### src/rtl/max7219_pkg.sv
// Shared constants for the MAX7219 display sequencer: register addresses,
// sequencer state encoding and the power-up configuration word table.
package max7219_pkg;

    localparam logic [3:0] REG_DECODE    = 4'h9;
    localparam logic [3:0] REG_INTENSITY = 4'hA;
    localparam logic [3:0] REG_SCAN      = 4'hB;
    localparam logic [3:0] REG_SHUTDOWN  = 4'hC;
    localparam logic [3:0] REG_TEST      = 4'hF;

    localparam int unsigned INIT_WORDS  = 5;
    localparam logic [3:0]  CODEB_BLANK = 4'hF;

    typedef enum logic [2:0] {
        ST_IDLE,
        ST_INIT,
        ST_WAIT,
        ST_FETCH,
        ST_SEND
    } seq_state_t;

    // Configuration words in transmit order: test off, code-B, scan, intensity, run.
    function automatic logic [15:0] init_word(
        input logic [2:0] idx,
        input logic [3:0] scan_limit,
        input logic [3:0] intensity
    );
        logic [15:0] w;
        case (idx)
            3'd0:    w = {4'h0, REG_TEST,      8'h00};
            3'd1:    w = {4'h0, REG_DECODE,    8'hFF};
            3'd2:    w = {4'h0, REG_SCAN,      4'h0, scan_limit};
            3'd3:    w = {4'h0, REG_INTENSITY, 4'h0, intensity};
            default: w = {4'h0, REG_SHUTDOWN,  8'h01};
        endcase
        return w;
    endfunction

endpackage

### src/rtl/max7219_shift.sv
// MAX7219 serial word shifter: 16 bits MSB first, SCLK_DIV cycles per clock
// half period, LOAD low for the whole word and held high for one half period after.
module max7219_shift #(
    parameter int unsigned SCLK_DIV = 4
) (
    input  logic        i_clk,
    input  logic        i_reset_n,
    input  logic        i_start,
    input  logic [15:0] i_word,
    output logic        o_done,
    output logic        o_serial_data,
    output logic        o_serial_clk,
    output logic        o_serial_load
);

    localparam logic [7:0] DIV_LAST  = 8'(SCLK_DIV - 1);
    localparam logic [5:0] PH_LAST   = 6'd31;
    localparam logic [5:0] PH_HOLD   = 6'd32;

    logic        r_busy;
    logic        r_done;
    logic        r_data;
    logic        r_sclk;
    logic        r_load;
    logic [14:0] r_sreg;
    logic [7:0]  r_div;
    logic [5:0]  r_phase;

    // Even phases are clock-low halves, odd phases clock-high; phase 32 is the load-high hold.
    always_ff @(posedge i_clk or negedge i_reset_n) begin
        if (!i_reset_n) begin
            r_busy  <= 1'b0;
            r_done  <= 1'b0;
            r_data  <= 1'b0;
            r_sclk  <= 1'b0;
            r_load  <= 1'b1;
            r_sreg  <= '0;
            r_div   <= '0;
            r_phase <= '0;
        end else begin
            r_done <= 1'b0;
            if (!r_busy) begin
                if (i_start) begin
                    r_busy  <= 1'b1;
                    r_load  <= 1'b0;
                    r_sclk  <= 1'b0;
                    r_data  <= i_word[15];
                    r_sreg  <= i_word[14:0];
                    r_div   <= '0;
                    r_phase <= '0;
                end
            end else if (r_div != DIV_LAST) begin
                r_div <= r_div + 8'd1;
            end else begin
                r_div   <= '0;
                r_phase <= r_phase + 6'd1;
                if (r_phase == PH_HOLD) begin
                    r_busy <= 1'b0;
                    r_done <= 1'b1;
                end else if (r_phase == PH_LAST) begin
                    r_sclk <= 1'b0;
                    r_data <= 1'b0;
                    r_load <= 1'b1;
                end else if (!r_phase[0]) begin
                    r_sclk <= 1'b1;
                end else begin
                    r_sclk <= 1'b0;
                    r_data <= r_sreg[14];
                    r_sreg <= {r_sreg[13:0], 1'b0};
                end
            end
        end
    end

    assign o_done        = r_done;
    assign o_serial_data = r_data;
    assign o_serial_clk  = r_sclk;
    assign o_serial_load = r_load;

endmodule

### src/rtl/max7219_sequencer.sv
// MAX7219 display sequencer: configures the driver once after enable, then sends
// one digit-register write per digit on each refresh strobe.
// Define SEQ_BLANK_ZERO_EN to blank a zero in the most significant digit.
module max7219_sequencer
    import max7219_pkg::*;
#(
    parameter int unsigned NUM_DIGITS = 6,
    parameter int unsigned SCLK_DIV   = 4,
    parameter logic [3:0]  INTENSITY  = 4'h8
) (
    input  logic       i_clk,
    input  logic       i_reset_n,
    input  logic       i_en,
    input  logic       i_refresh_stb,
    output logic [2:0] o_digit_sel,
    input  logic [3:0] i_digit_bcd,
    input  logic       i_digit_dp,
    output logic       o_busy,
    output logic       o_serial_data,
    output logic       o_serial_load,
    output logic       o_serial_clk
);

    localparam logic [3:0] LAST_IDX  = 4'(NUM_DIGITS - 1);
    localparam logic [3:0] NUM_IDX   = 4'(NUM_DIGITS);
    localparam logic [2:0] INIT_LAST = 3'(INIT_WORDS - 1);

    seq_state_t  r_state;
    logic [2:0]  r_init_idx;
    logic [3:0]  r_idx;
    logic        r_fetch_cnt;
    logic        r_pending;
    logic        r_start;
    logic        r_busy;
    logic [2:0]  r_digit_sel;
    logic [15:0] r_word;

    logic        w_done;
    logic [3:0]  w_idx_next;
    logic [3:0]  w_data_lo;

    always_comb begin
        w_idx_next = r_idx + 4'd1;
        w_data_lo  = i_digit_bcd;
`ifdef SEQ_BLANK_ZERO_EN
        if (r_idx == LAST_IDX && i_digit_bcd == 4'h0) begin
            w_data_lo = CODEB_BLANK;
        end
`endif
    end

    always_ff @(posedge i_clk or negedge i_reset_n) begin
        if (!i_reset_n) begin
            r_state     <= ST_IDLE;
            r_init_idx  <= '0;
            r_idx       <= '0;
            r_fetch_cnt <= 1'b0;
            r_pending   <= 1'b0;
            r_start     <= 1'b0;
            r_busy      <= 1'b0;
            r_digit_sel <= '0;
            r_word      <= '0;
        end else begin
            r_start <= 1'b0;
            if (i_refresh_stb && r_state != ST_IDLE) begin
                r_pending <= 1'b1;
            end
            case (r_state)
                ST_IDLE: begin
                    r_pending <= 1'b0;
                    if (i_en) begin
                        r_state    <= ST_INIT;
                        r_busy     <= 1'b1;
                        r_init_idx <= '0;
                        r_word     <= init_word(3'd0, LAST_IDX, INTENSITY);
                        r_start    <= 1'b1;
                    end
                end
                ST_INIT: begin
                    if (w_done) begin
                        if (!i_en) begin
                            r_state   <= ST_IDLE;
                            r_busy    <= 1'b0;
                            r_pending <= 1'b0;
                        end else if (r_init_idx == INIT_LAST) begin
                            r_state <= ST_WAIT;
                            r_busy  <= 1'b0;
                        end else begin
                            r_init_idx <= r_init_idx + 3'd1;
                            r_word     <= init_word(r_init_idx + 3'd1, LAST_IDX, INTENSITY);
                            r_start    <= 1'b1;
                        end
                    end
                end
                ST_WAIT: begin
                    if (!i_en) begin
                        r_state   <= ST_IDLE;
                        r_pending <= 1'b0;
                    end else if (r_pending) begin
                        // A strobe landing in this very cycle becomes the next pending frame.
                        r_pending   <= i_refresh_stb;
                        r_idx       <= '0;
                        r_digit_sel <= '0;
                        r_fetch_cnt <= 1'b0;
                        r_state     <= ST_FETCH;
                        r_busy      <= 1'b1;
                    end
                end
                ST_FETCH: begin
                    if (!i_en) begin
                        r_state   <= ST_IDLE;
                        r_busy    <= 1'b0;
                        r_pending <= 1'b0;
                    end else if (!r_fetch_cnt) begin
                        r_fetch_cnt <= 1'b1;
                    end else begin
                        r_word  <= {4'h0, w_idx_next, i_digit_dp, 3'b000, w_data_lo};
                        r_start <= 1'b1;
                        r_state <= ST_SEND;
                    end
                end
                ST_SEND: begin
                    if (w_done) begin
                        r_idx <= w_idx_next;
                        if (!i_en) begin
                            r_state   <= ST_IDLE;
                            r_busy    <= 1'b0;
                            r_pending <= 1'b0;
                        end else if (w_idx_next == NUM_IDX) begin
                            r_state <= ST_WAIT;
                            r_busy  <= 1'b0;
                        end else begin
                            r_digit_sel <= w_idx_next[2:0];
                            r_fetch_cnt <= 1'b0;
                            r_state     <= ST_FETCH;
                        end
                    end
                end
                default: begin
                    r_state <= ST_IDLE;
                    r_busy  <= 1'b0;
                end
            endcase
        end
    end

    max7219_shift #(
        .SCLK_DIV(SCLK_DIV)
    ) u_shift (
        .i_clk         (i_clk),
        .i_reset_n     (i_reset_n),
        .i_start       (r_start),
        .i_word        (r_word),
        .o_done        (w_done),
        .o_serial_data (o_serial_data),
        .o_serial_clk  (o_serial_clk),
        .o_serial_load (o_serial_load)
    );

    assign o_digit_sel = r_digit_sel;
    assign o_busy      = r_busy;

endmodule

### config.mk
export PLATFORM = sky130hd
export DESIGN_NAME = max7219_sequencer
export DESIGN_NICKNAME = d
export VERILOG_FILES = /design/src/rtl/max7219_pkg.sv /design/src/rtl/max7219_shift.sv /design/src/rtl/max7219_sequencer.sv
export SDC_FILE = /design/constraint.sdc
export NUM_CORES = 1
export LEC_CHECK = 0
export CAP_MARGIN = 40
export CORE_UTILIZATION = 55
export CTS_CLUSTER_DIAMETER = 50
export CTS_CLUSTER_SIZE = 24
export DETAILED_ROUTE_END_ITERATION = 8
export GPL_TIMING_DRIVEN = 0
export PLACE_DENSITY = 0.74
export REMOVE_ABC_BUFFERS = 1
export SETUP_SLACK_MARGIN = 0.4
export SYNTH_ARGS = -nofsm -noshare
export SYNTH_HDL_FRONTEND = slang
export SYNTH_SLANG_ARGS = --single-unit
### constraint.sdc
create_clock -name i_clk -period 2 [get_ports i_clk]
set_clock_uncertainty 0.05 [all_clocks]
set_input_delay 0.6 -clock i_clk [delete_from_list [all_inputs] [get_ports i_clk]]
set_output_delay 0.6 -clock i_clk [all_outputs]
set_load 0.005 [all_outputs]
==> out/metrics.csv <==
metric,value,unit
first-pass GRT wire length,15500,um
detailed-route DRC error count,0,
RSZ-0062 raised after global routing,yes,
post-route ant nets,0,
Mapped Area,3520,um^2
die width,82.0,um
status,"complete, no violations",
Slew @ Worst Pin,732,ps
antenna violations before repair,0,
n_diodes,0,
CTS tree,done,
Final Cell Area,5090,um^2
post-place instance area,3730,um^2
DR WL/cell,21.4,um
dpl cells,442,
r2r worst-path depth,6,
Max stage delay on crit path,500,ps
share of cells above drive strength 1,0.449,
reg2reg setup slack,110,ps
top cell type's share of synthesized area,0.427,
"area leader, netlist",dfrtp_1,
fin nets,477,
IO Count,16,
CP arrival,2100,ps
PD cells,1060,nW/um^2
most area-consuming cells after synthesis,"dfrtp_1, mux2_2, ha_1",
P&R area growth vs syn,44.6,%
row cnt,28,
Lkg Pwr,2.12,nW
"commonest cells after routing, fill and taps aside","buf_4, dfrtp_1, nand2_1",
CTS Buf Count,9,
Core Box Area,6060,um^2
Max Cap Viol,0,
"Remaining Overflow, GRT",0,
#FFs+latches synth,61,
worst rel slew slack,0.512,
Starting Density,0.581,
Post-Layout Cell Count,538,
Final Max Tran Viols,0,
Netlist cell types,64,
CP endpoint kind,flop,
via count,3618,
Ys Warns,0,
CP startpoint kind,flop,
kind of critical path,reg2reg,
vias in the first global route,3114,
Post-synth EDFFs,0,
register area share after synthesis,0.434,
fmax,0.530,GHz
crit-path cells,"ha_2, nor4b_4, buf_6, nand3_4, or4_1, o211ai_1",
Synth Flop Type,dfrtp_1,
met3 Use GR,0.0511,
overall routing resource usage,0.309,
CP Max Fanout,5,
largest net degree at the start of global routing,33,
Slowest cell on crit path,or4_1,
Async SR Flop Fraction,1.00,
"Clk Latency, worst-skew pair",350,ps
clock slew at reported path FFs,80,ps
chip height,82.0,um
H-tree levels,3,
clock sink count,61,
Tmin final,1890,ps
post-DR vias/cell,6.72,
met2 global-route usage,0.488,
gr busiest metal,met2,
"Hold Violations, Final",0,
hold crit path type,in2async,
Hold Buf Count CTS,0,
"commonest non-fill, non-tap cell in the layout",buf_4,
Pwr Total,5.40,mW
CP required,2210,ps
worst vdd ir,0.799,mV
M1 GR Usage,0.427,
# setup viols final,0,
WL final,11500,um
CTS max path bufs,2,
reg-to-reg endpoint,u_shift.r_sreg[5],
clock root buffer,clkbuf_8,
syn_area_per_cell,9.64,um^2
input/output buffers,15,
fin crit share,0.943,
Mapped Cells,365,
First-pass DRT Iterations,8,
Final GP Congestion,0.850,
die area,6720,um^2
dpl hpwl,5430,um
reg-to-reg startpoint,u_shift.r_div[0],
First DRT Iteration DRCs,445,
[area by class of cell]
| class | instances | area, um^2 |
|---|---|---|
| Fill cell | 306 | 972 |
| Multi-Input combinational cell | 267 | 2350 |
| Timing Repair Buffer | 96 | 806 |
| Inverter | 23 | 93.8 |
| Clock buffer | 15 | 166 |
| Tap cell | 75 | 93.8 |
| Clock inverter | 1 | 30.0 |
| Sequential cell | 61 | 1550 |
[power breakdown]
part / internal (mW) / total [mW] / switching (mW)
clock network: 0.647 / 1.15 / 0.506
registers: 1.61 / 2.01 / 0.406
logic: 1.18 / 2.24 / 1.06
total: 3.43 / 5.40 / 1.97
[Yosys cell counts (5+ instances only)]
cell type,instances
o22ai_1,6
nand2_1,25
ha_1,10
inv_1,22
mux2i_1,5
o211ai_1,9
o21ai_0,20
nor2b_1,5
a22o_1,7
nor2_1,20
clkbuf_1,10
a21oi_1,21
nor3_1,10
a211oi_1,6
nor4_1,6
dfrtp_1,60
nand3_1,11
a31oi_1,7
or3b_2,5
and3_1,5
buf_2,7
mux2_2,12
[registers in the layout, indices dropped and copies added (netlist names)]
signal                 cells
r_start                    1
r_word                    10
u_shift.o_serial_load      1
u_shift.r_sreg            15
u_shift.r_div              8
u_shift.o_serial_clk       1
u_shift.r_busy             1
r_pending                  1
o_busy                     1
r_state                    3
r_idx                      4
u_shift.r_phase            6
r_fetch_cnt                1
u_shift.o_done             1
r_init_idx                 3
o_digit_sel                3
u_shift.o_serial_data      1
[routing by layer]
metal,vias up,wire [um]
li1,1566,-
met2,227,5580
met3,51,798
met1,1774,4740
met5,-,0
met4,0,402
[repair_timing]
action | 4_1_cts | 5_1_grt
setup endpoints to repair | 64 | 61
endpoints found under the hold margin | 0 | 0
buffers inserted | 41 | 36
gates resized for setup | 114 | 61
cloned | 3 | 0
pin swaps | 31 | 19
[worst max-delay path: cells and delay by family (launching register included)]
family,cells,cell delay [ps]
AO/OA/AOI/OAI,1,100
adder cells (fa/ha/maj),1,220
buffers and inverters,1,180
flip-flops,1,370
AND/OR/NAND/NOR,3,880
[metrics by stage]
step                setup TNS (ps)  setup slack [ps]  hold WS, ps   util
CTS                              0               208          284  0.765
finish                           0               115          261  0.840
global route                     0              71.0          316  0.840
detailed placement          -13560              -702          441  0.615
floorplan                    -3870              -400          254      -
global placement           -122570             -1730          437  0.609
[worst max path at each step]
stage | depth (start not counted) | slack (ps) | to | from
after global routing | 6 | 70 | u_shift.r_sreg[5] | u_shift.r_div[0]
after global placement | 1 | -1730 | u_shift.r_div[3] | i_reset_n
final | 6 | 110 | u_shift.r_sreg[5] | u_shift.r_div[0]
after CTS | 7 | 210 | r_word[1] | r_init_idx[0]
after detailed placement | 5 | -700 | r_word[1] | i_en
after floorplan | 6 | -400 | r_word[0] | r_init_idx[0]
[cell families after synthesis]
kind of cell	share of synthesized area
AOI/OAI and AO/OA	0.231
xor gates and xnor gates	0.00747
adders and majority gates	0.0355
buffers and inverters	0.0451
DFF	0.434
muxes	0.0526
and+or+nand+nor	0.194
Note: power is estimated with default switching activity, not from simulation.
